## config.mk

```make
export PLATFORM = sky130hd
export DESIGN_NAME = vmac_sequencer_flat
export DESIGN_NICKNAME = d
export VERILOG_FILES = /design/src/rtl/vmac_pkg.sv /design/src/rtl/vmac_sequencer_if.sv /design/src/rtl/vmac_scalar_bcast.sv /design/src/rtl/vmac_sequencer.sv /design/src/flat_wrapper.sv
export SDC_FILE = /design/constraint.sdc
export NUM_CORES = 1
export LEC_CHECK = 0
export CAP_MARGIN = 10
export CORE_AREA = 2 2 432 434
export CTS_CLUSTER_DIAMETER = 200
export DETAILED_ROUTE_END_ITERATION = 12
export DIE_AREA = 0 0 434 436
export PLACE_DENSITY_LB_ADDON = 0.05
export SLEW_MARGIN = 20
export SYNTH_ARGS = -nofsm -noshare
export SYNTH_HDL_FRONTEND = slang
export SYNTH_SLANG_ARGS = --single-unit
export TNS_END_PERCENT = 20
```

## constraint.sdc

```tcl
create_clock -name clk -period 3.4 [get_ports clk]
set_input_delay 0.34 -clock clk [delete_from_list [all_inputs] [get_ports clk]]
set_output_delay 0.34 -clock clk [all_outputs]
set_load 0.03 [all_outputs]
```

## src/rtl/vmac_pkg.sv

```systemverilog
// Shared types and helpers for the vector multiply-add sequencer.
// Latency: none (types, constants and pure functions only).
// Backpressure: not applicable.
package vmac_pkg;

    localparam int VLEN_DEF = 128;

    // Same encodings as the MAC unit: op[0]=VX, op[1]=negate, op[2]=VMADD form
    typedef enum logic [2:0] {
        VMACC_VV  = 3'b000,
        VMACC_VX  = 3'b001,
        VNMSAC_VV = 3'b010,
        VNMSAC_VX = 3'b011,
        VMADD_VV  = 3'b100,
        VMADD_VX  = 3'b101,
        VNMSUB_VV = 3'b110,
        VNMSUB_VX = 3'b111
    } accum_op_e;

    typedef enum logic [1:0] {
        SEW_8    = 2'b00,
        SEW_16   = 2'b01,
        SEW_32   = 2'b10,
        SEW_RSVD = 2'b11
    } sew_e;

    typedef enum logic [2:0] {
        ST_IDLE,
        ST_CHECK,
        ST_READ,
        ST_LAUNCH,
        ST_WAIT,
        ST_WRITE,
        ST_FIN
    } state_e;

    // Number of registers in an LMUL group: 1, 2, 4 or 8
    function automatic logic [3:0] group_size(input logic [1:0] lmul);
        return 4'd1 << lmul;
    endfunction

endpackage

```

## src/rtl/vmac_sequencer_if.sv

```systemverilog
// Bundles the issue, VRF and MAC-control signals of the sequencer.
// Latency: none (wiring only).
// Backpressure: instr_valid/instr_ready handshake on the issue side.
interface vmac_sequencer_if #(
    parameter int VLEN = vmac_pkg::VLEN_DEF
);
    // issue side
    logic             instr_valid;
    logic             instr_ready;
    logic [2:0]       op;
    logic [1:0]       sew;
    logic             signed_mode;
    logic [1:0]       lmul;
    logic [4:0]       vs1;
    logic [4:0]       vs2;
    logic [4:0]       vd;
    logic [31:0]      rs1_data;
    // VRF read
    logic             vrf_rd_en;
    logic [4:0]       vrf_rd_addr1;
    logic [4:0]       vrf_rd_addr2;
    logic [4:0]       vrf_rd_addr3;
    logic [VLEN-1:0]  vrf_rd_data1;
    logic [VLEN-1:0]  vrf_rd_data2;
    logic [VLEN-1:0]  vrf_rd_data3;
    // MAC control
    logic [VLEN-1:0]  mac_data_A;
    logic [VLEN-1:0]  mac_data_B;
    logic [VLEN-1:0]  mac_data_C;
    logic [2:0]       mac_accum_op;
    logic [1:0]       mac_sew;
    logic             mac_signed_mode;
    logic             mac_ctrl;
    logic             mac_sew_16_32;
    logic             mac_sew_32;
    logic             mac_count_0;
    logic [VLEN-1:0]  mac_result;
    logic             mac_done;
    // VRF write
    logic             vrf_wr_en;
    logic [4:0]       vrf_wr_addr;
    logic [VLEN-1:0]  vrf_wr_data;
    // status
    logic             busy;
    logic             done;
    logic             error;

    modport master (
        input  instr_valid, op, sew, signed_mode, lmul, vs1, vs2, vd, rs1_data,
        input  vrf_rd_data1, vrf_rd_data2, vrf_rd_data3, mac_result, mac_done,
        output instr_ready, vrf_rd_en, vrf_rd_addr1, vrf_rd_addr2, vrf_rd_addr3,
        output mac_data_A, mac_data_B, mac_data_C, mac_accum_op, mac_sew,
        output mac_signed_mode, mac_ctrl, mac_sew_16_32, mac_sew_32, mac_count_0,
        output vrf_wr_en, vrf_wr_addr, vrf_wr_data, busy, done, error
    );

    modport slave (
        output instr_valid, op, sew, signed_mode, lmul, vs1, vs2, vd, rs1_data,
        output vrf_rd_data1, vrf_rd_data2, vrf_rd_data3, mac_result, mac_done,
        input  instr_ready, vrf_rd_en, vrf_rd_addr1, vrf_rd_addr2, vrf_rd_addr3,
        input  mac_data_A, mac_data_B, mac_data_C, mac_accum_op, mac_sew,
        input  mac_signed_mode, mac_ctrl, mac_sew_16_32, mac_sew_32, mac_count_0,
        input  vrf_wr_en, vrf_wr_addr, vrf_wr_data, busy, done, error
    );

endinterface

```

## src/rtl/vmac_scalar_bcast.sv

```systemverilog
// Replicates the low SEW bits of the scalar operand across the full vector width.
// Latency: combinational.
// Backpressure: none.
module vmac_scalar_bcast
    import vmac_pkg::*;
#(
    parameter int VLEN = VLEN_DEF
) (
    input  logic [31:0]     rs1_i,
    input  logic [1:0]      sew_i,
    output logic [VLEN-1:0] data_o
);

    // Each output bit takes the scalar bit at the same position within its lane
    always_comb begin
        data_o = '0;
        for (int i = 0; i < VLEN; i++) begin
            case (sew_i)
                SEW_8:   data_o[i] = rs1_i[i % 8];
                SEW_16:  data_o[i] = rs1_i[i % 16];
                SEW_32:  data_o[i] = rs1_i[i % 32];
                default: data_o[i] = 1'b0;
            endcase
        end
    end

endmodule

```

## src/rtl/vmac_sequencer.sv

```systemverilog
// Sequences the MAC unit for one vector multiply-add over an LMUL register group.
// Latency: per beat READ+LAUNCH+WAIT(MAC latency)+WRITE; done is registered one cycle after FIN.
// Backpressure: instr_ready only in IDLE (and not in the done cycle); stalls on mac_done up to TIMEOUT_CYCLES.
module vmac_sequencer
    import vmac_pkg::*;
#(
    parameter int VLEN           = VLEN_DEF,
    parameter int TIMEOUT_CYCLES = 64
) (
    input  logic               clk,
    input  logic               reset,
    vmac_sequencer_if.master   bus
);

    localparam int TW = $clog2(TIMEOUT_CYCLES + 1);

    state_e          state_q, state_d;
    logic [2:0]      beat_q, beat_d;
    logic [TW-1:0]   tmo_q, tmo_d;
    logic            err_q, err_d;

    logic [2:0]      op_q;
    logic [1:0]      sew_q;
    logic            sgn_q;
    logic [1:0]      lmul_q;
    logic [4:0]      vs1_q, vs2_q, vd_q;
    logic [31:0]     rs1_q;

    logic [VLEN-1:0] a_q, b_q, c_q, wr_data_q;
    logic [2:0]      macop_q;
    logic [1:0]      macsew_q;
    logic            macsgn_q;
    logic            cnt0_q;
    logic            done_q, error_q;

    logic            instr_ready;
    logic            accept;
    logic [3:0]      gsize;
    logic [3:0]      gsize_m1;
    logic [4:0]      gmask;
    logic [2:0]      last_beat;
    logic            cfg_bad;
    logic [VLEN-1:0] bcast_dat;

    // Holding ready low during the done cycle keeps a held instr_valid from re-accepting at done
    assign instr_ready = (state_q == ST_IDLE) && !done_q;
    assign accept      = bus.instr_valid && instr_ready;

    assign gsize     = group_size(lmul_q);
    assign gsize_m1  = gsize - 4'd1;
    assign gmask     = {1'b0, gsize_m1};
    assign last_beat = gsize_m1[2:0];
    // vs1 alignment only matters when it is actually read as a vector
    assign cfg_bad   = (sew_q == SEW_RSVD)
                    || (!op_q[0] && (|(vs1_q & gmask)))
                    || (|(vs2_q & gmask))
                    || (|(vd_q & gmask));

    vmac_scalar_bcast #(.VLEN(VLEN)) u_bcast (
        .rs1_i  (rs1_q),
        .sew_i  (sew_q),
        .data_o (bcast_dat)
    );

    // Next-state logic: walks CHECK, then READ/LAUNCH/WAIT/WRITE per beat, then FIN
    always_comb begin
        state_d = state_q;
        beat_d  = beat_q;
        tmo_d   = tmo_q;
        err_d   = err_q;
        case (state_q)
            ST_IDLE: begin
                if (accept) begin
                    state_d = ST_CHECK;
                    beat_d  = 3'd0;
                    err_d   = 1'b0;
                end
            end
            ST_CHECK: begin
                if (cfg_bad) begin
                    err_d   = 1'b1;
                    state_d = ST_FIN;
                end else begin
                    state_d = ST_READ;
                end
            end
            ST_READ:   state_d = ST_LAUNCH;
            ST_LAUNCH: begin
                tmo_d   = '0;
                state_d = ST_WAIT;
            end
            ST_WAIT: begin
                if (bus.mac_done) begin
                    state_d = ST_WRITE;
                end else if (tmo_q == TW'(TIMEOUT_CYCLES - 1)) begin
                    err_d   = 1'b1;
                    state_d = ST_FIN;
                end else begin
                    tmo_d = tmo_q + 1'b1;
                end
            end
            ST_WRITE: begin
                if (beat_q == last_beat) begin
                    state_d = ST_FIN;
                end else begin
                    beat_d  = beat_q + 3'd1;
                    state_d = ST_READ;
                end
            end
            ST_FIN:  state_d = ST_IDLE;
            default: state_d = ST_IDLE;
        endcase
    end

    // FSM state, beat index, timeout counter and latched error
    always_ff @(posedge clk or negedge reset) begin
        if (!reset) begin
            state_q <= ST_IDLE;
            beat_q  <= 3'd0;
            tmo_q   <= '0;
            err_q   <= 1'b0;
        end else begin
            state_q <= state_d;
            beat_q  <= beat_d;
            tmo_q   <= tmo_d;
            err_q   <= err_d;
        end
    end

    // Instruction fields captured on accept and held for the whole instruction
    always_ff @(posedge clk or negedge reset) begin
        if (!reset) begin
            op_q   <= '0;
            sew_q  <= '0;
            sgn_q  <= 1'b0;
            lmul_q <= '0;
            vs1_q  <= '0;
            vs2_q  <= '0;
            vd_q   <= '0;
            rs1_q  <= '0;
        end else if (accept) begin
            op_q   <= bus.op;
            sew_q  <= bus.sew;
            sgn_q  <= bus.signed_mode;
            lmul_q <= bus.lmul;
            vs1_q  <= bus.vs1;
            vs2_q  <= bus.vs2;
            vd_q   <= bus.vd;
            rs1_q  <= bus.rs1_data;
        end
    end

    // MAC operands/config registered in LAUNCH so they are stable for the whole WAIT; result captured on mac_done
    always_ff @(posedge clk or negedge reset) begin
        if (!reset) begin
            a_q       <= '0;
            b_q       <= '0;
            c_q       <= '0;
            macop_q   <= '0;
            macsew_q  <= '0;
            macsgn_q  <= 1'b0;
            cnt0_q    <= 1'b0;
            wr_data_q <= '0;
            done_q    <= 1'b0;
            error_q   <= 1'b0;
        end else begin
            cnt0_q  <= (state_q == ST_LAUNCH);
            done_q  <= (state_q == ST_FIN);
            error_q <= (state_q == ST_FIN) && err_q;
            if (state_q == ST_LAUNCH) begin
                a_q      <= op_q[0] ? bcast_dat : bus.vrf_rd_data1;
                b_q      <= bus.vrf_rd_data2;
                c_q      <= bus.vrf_rd_data3;
                macop_q  <= op_q;
                macsew_q <= sew_q;
                macsgn_q <= sgn_q;
            end
            if ((state_q == ST_WAIT) && bus.mac_done) begin
                wr_data_q <= bus.mac_result;
            end
        end
    end

    assign bus.instr_ready     = instr_ready;
    assign bus.vrf_rd_en       = (state_q == ST_READ);
    assign bus.vrf_rd_addr1    = vs1_q + {2'b00, beat_q};
    assign bus.vrf_rd_addr2    = vs2_q + {2'b00, beat_q};
    assign bus.vrf_rd_addr3    = vd_q + {2'b00, beat_q};
    assign bus.mac_data_A      = a_q;
    assign bus.mac_data_B      = b_q;
    assign bus.mac_data_C      = c_q;
    assign bus.mac_accum_op    = macop_q;
    assign bus.mac_sew         = macsew_q;
    assign bus.mac_signed_mode = macsgn_q;
    assign bus.mac_ctrl        = macop_q[1];
    assign bus.mac_sew_16_32   = (macsew_q != SEW_8);
    assign bus.mac_sew_32      = (macsew_q == SEW_32);
    assign bus.mac_count_0     = cnt0_q;
    assign bus.vrf_wr_en       = (state_q == ST_WRITE);
    assign bus.vrf_wr_addr     = vd_q + {2'b00, beat_q};
    assign bus.vrf_wr_data     = wr_data_q;
    assign bus.busy            = (state_q != ST_IDLE);
    assign bus.done            = done_q;
    assign bus.error           = error_q;

    // sgn_q only reaches the MAC through macsgn_q; keep the pairing explicit for readers
    logic unused_ok;
    assign unused_ok = sgn_q ^ macsgn_q;

endmodule

```

## src/flat_wrapper.sv

```systemverilog
// flat-port wrapper written by rule: the top's interface ports become plain ports
module vmac_sequencer_flat import vmac_pkg::*;
#(
    parameter int VLEN           = VLEN_DEF,
    parameter int TIMEOUT_CYCLES = 64
)
  (clk, reset, bus_instr_valid, bus_op, bus_sew, bus_signed_mode, bus_lmul, bus_vs1, bus_vs2, bus_vd, bus_rs1_data, bus_vrf_rd_data1, bus_vrf_rd_data2, bus_vrf_rd_data3, bus_mac_result, bus_mac_done, bus_instr_ready, bus_vrf_rd_en, bus_vrf_rd_addr1, bus_vrf_rd_addr2, bus_vrf_rd_addr3, bus_mac_data_A, bus_mac_data_B, bus_mac_data_C, bus_mac_accum_op, bus_mac_sew, bus_mac_signed_mode, bus_mac_ctrl, bus_mac_sew_16_32, bus_mac_sew_32, bus_mac_count_0, bus_vrf_wr_en, bus_vrf_wr_addr, bus_vrf_wr_data, bus_busy, bus_done, bus_error);
  vmac_sequencer_if #(.VLEN(VLEN)) bus_i ();
  input  logic clk;
  input  logic reset;
  input wire logic [$bits(bus_i.instr_valid)-1:0] bus_instr_valid;
  input wire logic [$bits(bus_i.op)-1:0] bus_op;
  input wire logic [$bits(bus_i.sew)-1:0] bus_sew;
  input wire logic [$bits(bus_i.signed_mode)-1:0] bus_signed_mode;
  input wire logic [$bits(bus_i.lmul)-1:0] bus_lmul;
  input wire logic [$bits(bus_i.vs1)-1:0] bus_vs1;
  input wire logic [$bits(bus_i.vs2)-1:0] bus_vs2;
  input wire logic [$bits(bus_i.vd)-1:0] bus_vd;
  input wire logic [$bits(bus_i.rs1_data)-1:0] bus_rs1_data;
  input wire logic [$bits(bus_i.vrf_rd_data1)-1:0] bus_vrf_rd_data1;
  input wire logic [$bits(bus_i.vrf_rd_data2)-1:0] bus_vrf_rd_data2;
  input wire logic [$bits(bus_i.vrf_rd_data3)-1:0] bus_vrf_rd_data3;
  input wire logic [$bits(bus_i.mac_result)-1:0] bus_mac_result;
  input wire logic [$bits(bus_i.mac_done)-1:0] bus_mac_done;
  output wire logic [$bits(bus_i.instr_ready)-1:0] bus_instr_ready;
  output wire logic [$bits(bus_i.vrf_rd_en)-1:0] bus_vrf_rd_en;
  output wire logic [$bits(bus_i.vrf_rd_addr1)-1:0] bus_vrf_rd_addr1;
  output wire logic [$bits(bus_i.vrf_rd_addr2)-1:0] bus_vrf_rd_addr2;
  output wire logic [$bits(bus_i.vrf_rd_addr3)-1:0] bus_vrf_rd_addr3;
  output wire logic [$bits(bus_i.mac_data_A)-1:0] bus_mac_data_A;
  output wire logic [$bits(bus_i.mac_data_B)-1:0] bus_mac_data_B;
  output wire logic [$bits(bus_i.mac_data_C)-1:0] bus_mac_data_C;
  output wire logic [$bits(bus_i.mac_accum_op)-1:0] bus_mac_accum_op;
  output wire logic [$bits(bus_i.mac_sew)-1:0] bus_mac_sew;
  output wire logic [$bits(bus_i.mac_signed_mode)-1:0] bus_mac_signed_mode;
  output wire logic [$bits(bus_i.mac_ctrl)-1:0] bus_mac_ctrl;
  output wire logic [$bits(bus_i.mac_sew_16_32)-1:0] bus_mac_sew_16_32;
  output wire logic [$bits(bus_i.mac_sew_32)-1:0] bus_mac_sew_32;
  output wire logic [$bits(bus_i.mac_count_0)-1:0] bus_mac_count_0;
  output wire logic [$bits(bus_i.vrf_wr_en)-1:0] bus_vrf_wr_en;
  output wire logic [$bits(bus_i.vrf_wr_addr)-1:0] bus_vrf_wr_addr;
  output wire logic [$bits(bus_i.vrf_wr_data)-1:0] bus_vrf_wr_data;
  output wire logic [$bits(bus_i.busy)-1:0] bus_busy;
  output wire logic [$bits(bus_i.done)-1:0] bus_done;
  output wire logic [$bits(bus_i.error)-1:0] bus_error;
  assign bus_i.instr_valid = bus_instr_valid;
  assign bus_i.op = bus_op;
  assign bus_i.sew = bus_sew;
  assign bus_i.signed_mode = bus_signed_mode;
  assign bus_i.lmul = bus_lmul;
  assign bus_i.vs1 = bus_vs1;
  assign bus_i.vs2 = bus_vs2;
  assign bus_i.vd = bus_vd;
  assign bus_i.rs1_data = bus_rs1_data;
  assign bus_i.vrf_rd_data1 = bus_vrf_rd_data1;
  assign bus_i.vrf_rd_data2 = bus_vrf_rd_data2;
  assign bus_i.vrf_rd_data3 = bus_vrf_rd_data3;
  assign bus_i.mac_result = bus_mac_result;
  assign bus_i.mac_done = bus_mac_done;
  assign bus_instr_ready = bus_i.instr_ready;
  assign bus_vrf_rd_en = bus_i.vrf_rd_en;
  assign bus_vrf_rd_addr1 = bus_i.vrf_rd_addr1;
  assign bus_vrf_rd_addr2 = bus_i.vrf_rd_addr2;
  assign bus_vrf_rd_addr3 = bus_i.vrf_rd_addr3;
  assign bus_mac_data_A = bus_i.mac_data_A;
  assign bus_mac_data_B = bus_i.mac_data_B;
  assign bus_mac_data_C = bus_i.mac_data_C;
  assign bus_mac_accum_op = bus_i.mac_accum_op;
  assign bus_mac_sew = bus_i.mac_sew;
  assign bus_mac_signed_mode = bus_i.mac_signed_mode;
  assign bus_mac_ctrl = bus_i.mac_ctrl;
  assign bus_mac_sew_16_32 = bus_i.mac_sew_16_32;
  assign bus_mac_sew_32 = bus_i.mac_sew_32;
  assign bus_mac_count_0 = bus_i.mac_count_0;
  assign bus_vrf_wr_en = bus_i.vrf_wr_en;
  assign bus_vrf_wr_addr = bus_i.vrf_wr_addr;
  assign bus_vrf_wr_data = bus_i.vrf_wr_data;
  assign bus_busy = bus_i.busy;
  assign bus_done = bus_i.done;
  assign bus_error = bus_i.error;
  vmac_sequencer #(.VLEN(VLEN), .TIMEOUT_CYCLES(TIMEOUT_CYCLES)) u_core (.clk(clk), .reset(reset), .bus(bus_i));
endmodule
```

-- Word-level counts from Yosys, hierarchy flattened
Index checks and enable logic that the tools add are counted.
- register bits after elaboration: 590
- word-level logic and storage cells: 128
- $add $sub $neg: 6
- equality and inequality tests: 19
- shift operators: 1
- multiplexer cells: 50
- bitwise gates (word level): 3
- reductions and logical operators: 27
- operator list (cell ; number):
    $mux W128 ; 1
    $pmux W1 S2 ; 16
    $pmux W1 S3 ; 9
    $mux W3 ; 7
    $pmux W3 S6 ; 1
    $add A5 B3 Y5 ; 3
    $and A5 B4 Y5 ; 3
    $reduce_or A5 Y1 ; 3
    $mux W7 ; 2
    $pmux W7 S2 ; 1
    $mux W1 ; 12
    $eq A3 B3 Y1 const B ; 3
    $add A7 B1 Y7 const B ; 1
    $eq A7 B6 Y1 const B ; 1
    $eq A2 B2 Y1 const B ; 3
    $eq A3 B2 Y1 const B ; 2
    $ne A2 B1 Y1 const B ; 3
    $ne A2 B2 Y1 const B ; 3
    $pmux W3 S2 ; 1
    $reduce_and A3 Y1 ; 2
    $reduce_bool A2 Y1 ; 3
    $reduce_bool A3 Y1 ; 2
    $logic_and A1 B1 Y1 ; 5
    $reduce_and A5 Y1 ; 1
    14 further kinds ; 18

-- Depth between registers and ports, before layout
- depth in word-level cells: 10
- gate-level depth with buffers: 8
- mapped depth without buffers: 6

-- By module
A second synthesis with hierarchy kept.
- cell total of the unflattened synthesis: 2391
- area, all modules: 25335.5 um^2
- by module, submodules not included (module ; times used ; cells an instance ; area an instance (um^2) ; sequential area each (um^2)):
    vmac_sequencer ; 1 ; 2216 ; 24135.6 ; 14764.2
    vmac_scalar_bcast ; 1 ; 175 ; 1199.9 ; 0.0

-- Least setup slack after synthesis
OpenSTA, ideal clock, no wires.
- path kind: register -> output
- start: register u_core.beat_q[0]
- end: output port bus_vrf_wr_addr[4]
- arrival: 2.115 ns
- path slack: 0.945 ns
- cell stages (with the launch flop): 8
- path buffers: 1
- cell sequence: dfrtp_1 -> ha_1 -> inv_1 -> fa_1 -> nor2b_1 -> o21ai_0 -> xnor2_1 -> buf_4
- cells in the longest elaborated chain, start to end: 1
- RTL lines (item ; RTL line ; text):
    start: declaration ; vmac_sequencer.sv:18 ; logic [2:0] beat_q, beat_d;
    start signal: assignment ; vmac_sequencer.sv:124 ; beat_q <= beat_d;
    $add A5 B3 Y5 ; n/a ;
    end: declaration ; flat_wrapper.sv:41 ; output wire logic [$bits(bus_i.vrf_wr_addr)-1:0] bus_vrf_wr_addr;
Every way passes these cells.

-- Final worst setup path
- start: register u_core.beat_q[0]
- end: output port bus_vrf_wr_addr[2]
- cells in the longest elaborated chain, start to end: 1
- RTL lines (item ; RTL line ; text):
    $add A5 B3 Y5 ; vmac_sequencer.sv:200 ; assign bus.vrf_wr_addr = vd_q + {2'b00, beat_q};
Every way passes these cells.

==> results.sh <==
export IMPL_synth_top_family_by_area="simple AND/OR/NAND/NOR gates"
export IMPL_place_hpwl_um=105000
export IMPL_initial_core_util_pct=13.0
export IMPL_grt_antenna_before_repair=52
export IMPL_vdd_drop_max_mv=0.531
export IMPL_synth_area_um2=24100
export IMPL_grt_pass1_wl_um=188000
export IMPL_status="complete, no violations"
export IMPL_busiest_layer="met2"
export IMPL_coreArea_um2=185000
export IMPL_drt_iter0_markers=814
export IMPL_cts_sinks=590
export IMPL_nFillCells=20200
export IMPL_yosys_most_used_dff="dfrtp_1"
export IMPL_cp_start_kind="flop"
export IMPL_final_nets=3968
export IMPL_track_usage_pct=14.3
export IMPL_skew_ns=0.0198
export IMPL_detail_route_wl_per_cell_um=23.4
export IMPL_syn_area_per_cell_um2=10.6
export IMPL_row_count=158
export IMPL_min_period_ns=3.17
export IMPL_end_kind="primary output"
export IMPL_yosys_area_share_simple_pct=16.2
export IMPL_worst_slack_ns=0.229
export IMPL_syn_nets=2861
export IMPL_cts_setup_buffers=0
export IMPL_clkTransAtPathRegs_ns=0.06
export IMPL_cts_root_buf="clkbuf_16"
export IMPL_seqCellArea_um2=14800
export IMPL_timing_max_cap_violations=0
export IMPL_dieHeight_um=436
export IMPL_io_pins=1119
export IMPL_max_slew_margin_pct=27.1
export IMPL_via_per_inst=3.44
export IMPL_crit_type="reg2out"
export IMPL_yosysTopAreaCell="dfrtp_1"
export IMPL_clockBufferDepth=3
export IMPL_ys_top_cells_by_count="nand2_1 (837), dfrtp_1 (590), a21oi_1 (136), o21ai_0 (133), nor2_1 (109)"
export IMPL_place_congestion=0.746
export IMPL_ys_seq_area_share_pct=61.4
export IMPL_swShare_pct=43.9
export IMPL_synth_compound_area_share_pct=7.23
export IMPL_setup_violations=0
export IMPL_yosys_area_top_type_share_pct=61.4
export IMPL_ys_types=52
export IMPL_dr_total_vias=20500
export IMPL_fmax_ghz=0.315
export IMPL_grt_overflow_total=0
export IMPL_synthArstFlopShare_pct=100
export IMPL_tightest_slew_ns=1.09
export IMPL_grtUsageMet1_pct=15.5
export IMPL_drive_gt1_share_pct=10.7
export IMPL_synth_ff_latch_count=590
export IMPL_cp_max_fo=8
export IMPL_drv_slew=0
export IMPL_pre_cts_ws_ns=0.707
export IMPL_p_seq_share_pct=28.2
export IMPL_yosysMostFrequentCell="nand2_1"
export IMPL_fin_tns_setup_ns=0
export IMPL_syn_instance_count=2272
export IMPL_grt_use_met2_pct=25.3
export IMPL_fin_cells=5940
export IMPL_wl_um=139000
export IMPL_cts_tree="yes"
export IMPL_switchingPower_mw=19.9
export IMPL_area_growth_pct=70.8
export IMPL_pwr_share_clk_pct=20.6
export IMPL_die_x_um=434
export IMPL_synth_edf_count=0
export IMPL_power_density_nw_per_um2=1100
export IMPL_intPower_mw=25.4
export IMPL_grt_pass1_vias=22000
export IMPL_ant_nets=0
export IMPL_numCtsBuffers=87
export IMPL_met3_usage_pct=4.88
export IMPL_min_path_type="in2reg"
export IMPL_h_tree_depth=3
export IMPL_remaining_drc_errors=0
export IMPL_synth_area_leaders="dfrtp_1 (61%), nand2_1 (13%), mux2_4 (6.2%)"
export IMPL_synthAdderAreaFrac_pct=1.03
export IMPL_die_area_um2=189000
export IMPL_pwr_share_comb_pct=51.2
export IMPL_synthMuxAreaShare_pct=10.2
export IMPL_p_leak_nw=17.6
export IMPL_multiInputGateArea_um2=8470
export IMPL_rsz0062_at_grt="no"
export IMPL_critPathRequiredTime_ns=3.06
export IMPL_yosysWarnings=0
export IMPL_worstPathArrival_ns=2.83
export IMPL_dr_pass1_iters=5
export IMPL_port_buffers=1118
export IMPL_finalHoldViolations=0
export IMPL_period_share_pct=93.3
export IMPL_synthXorXnorAreaFrac_pct=0.473
export IMPL_grt_max_degree=154
export IMPL_clk_latency_ns=0.71
export IMPL_place_inst=5769
-- cell type report --
class | instances | area share, %
well taps | 2480 | 7.55
flip-flops and latches | 590 | 35.9
diodes | 17 | 0.104
repair buffers | 1157 | 28.7
clock inverters | 14 | 0.332
multi-input cells | 1525 | 20.6
clock buffers | 139 | 6.59
inverters | 18 | 0.189
-- registers in the layout (all words and copies together) (netlist names), 2 cells and up --
signal	cells
u_core.vd_q	5
u_core.bus.mac_accum_op	3
u_core.bus.mac_data_A	128
u_core.state_q	3
u_core.bus.mac_sew	2
u_core.beat_q	3
u_core.sew_q	2
u_core.op_q	3
u_core.bus.mac_data_B	128
u_core.bus.vrf_wr_data	128
u_core.bus.mac_data_C	128
u_core.vs1_q	5
u_core.tmo_q	7
u_core.rs1_q	32
u_core.lmul_q	2
u_core.vs2_q	5
-- repair_timing --
item / in CTS / in global routing
endpoints found under the hold margin: 37 / 0
hold buffers: 1 / 0
gates resized for setup: 4 / 0
setup endpoints to repair: 4 / 0
-- worst max-delay path: stages, from the launching register on --
cell	delay, ns
dfrtp_1	0.50
ha_1	0.23
inv_1	0.06
fa_1	0.40
xnor2_1	0.21
clkdlybuf4s50_1	0.71
-- through the flow --
step                      hold slack, ns  total power, mW  utilization, %  instance area [um2]
after global routing               0.109             48.0            22.2                41100
after CTS                         0.0441             46.5            22.2                41000
after floorplan                   0.0444             25.1               -                24100
after detailed placement           0.382             36.7            20.7                38200
final                              0.157             45.3            22.2                41100
after global placement             0.385             36.8            20.7                38200
-- kinds of logic after synthesis --
| kind of cell | Yosys count |
|---|---|
| AND/OR/NAND/NOR | 993 |
| flip-flops | 590 |
| buffers and inverters | 157 |
| XOR/XNOR | 13 |
| adder cells (fa/ha/maj) | 18 |
| AO/OA/AOI/OAI | 316 |
| multiplexers | 185 |
-- power groups by stage --
stage                     Clock (mW)  Sequential (mW)  Combinational, mW
after floorplan                    0             18.4               6.66
after global placement             0             13.0               23.8
after detailed placement           0             13.0               23.7
after CTS                       9.81             12.9               23.8
after global routing            10.0             13.3               24.7
final                           9.31             12.8               23.2
-- per-layer routing --
layer  share of wire (%)  vias up
met5                0.16        -
met4                 3.3       38
met3                 7.9      214
met2                  51      697
met1                  38     9858
li1                    -     9652
-- path summary, 6_finish.rpt --
kind / start / end / slack (ns) / depth (start not counted)
max: u_core.beat_q[0] / bus_vrf_wr_addr[2] / 0.23 / 5
min: bus_vrf_rd_data2[38] / u_core.bus.mac_data_B[38] / 0.16 / 3
max reg2reg: u_core.state_q[0] / u_core.bus.mac_data_A[118] / 1.07 / 6
min reg2reg: u_core.sgn_q / u_core.bus.mac_signed_mode / 0.46 / 2
max in group asynchronous: reset / u_core.bus.mac_data_C[103] / 2.22 / 3
min in group asynchronous: reset / u_core.bus.mac_data_B[77] / 0.23 / 2
-- layout by cell type, fill, tap and decap left out, types with 3 or more instances in the layout --
master           synthesis  layout
inv_6                    0       3
clkbuf_1                37      23
o21ai_0                133     133
a21o_1                   3       3
clkbuf_16                0      91
clkinv_2                 0       7
o211ai_1                 3       3
mux2_2                  85      85
nand2b_1                 8       8
mux2_4                  99      99
clkdlybuf4s50_1          0    1113
dlygate4sd2_1            0       4
a21oi_1                136     136
ha_1                    15      15
nand3_1                  3       3
fa_1                     3       3
a222oi_1                 8       8
inv_1                   16      16
buf_12                   0      23
buf_4                   14      15
o21ai_1                  6       6
nor2_1                 109     109
nand2_1                837     836
and2_1                   9       9
diode_2                  0      17
dfrtp_1                590     590
a22o_1                  17      17
xnor2_1                 13      13
nor2b_1                  6       6
clkbuf_8                 0      25
No activity file was read; power rests on OpenSTA's default activity.
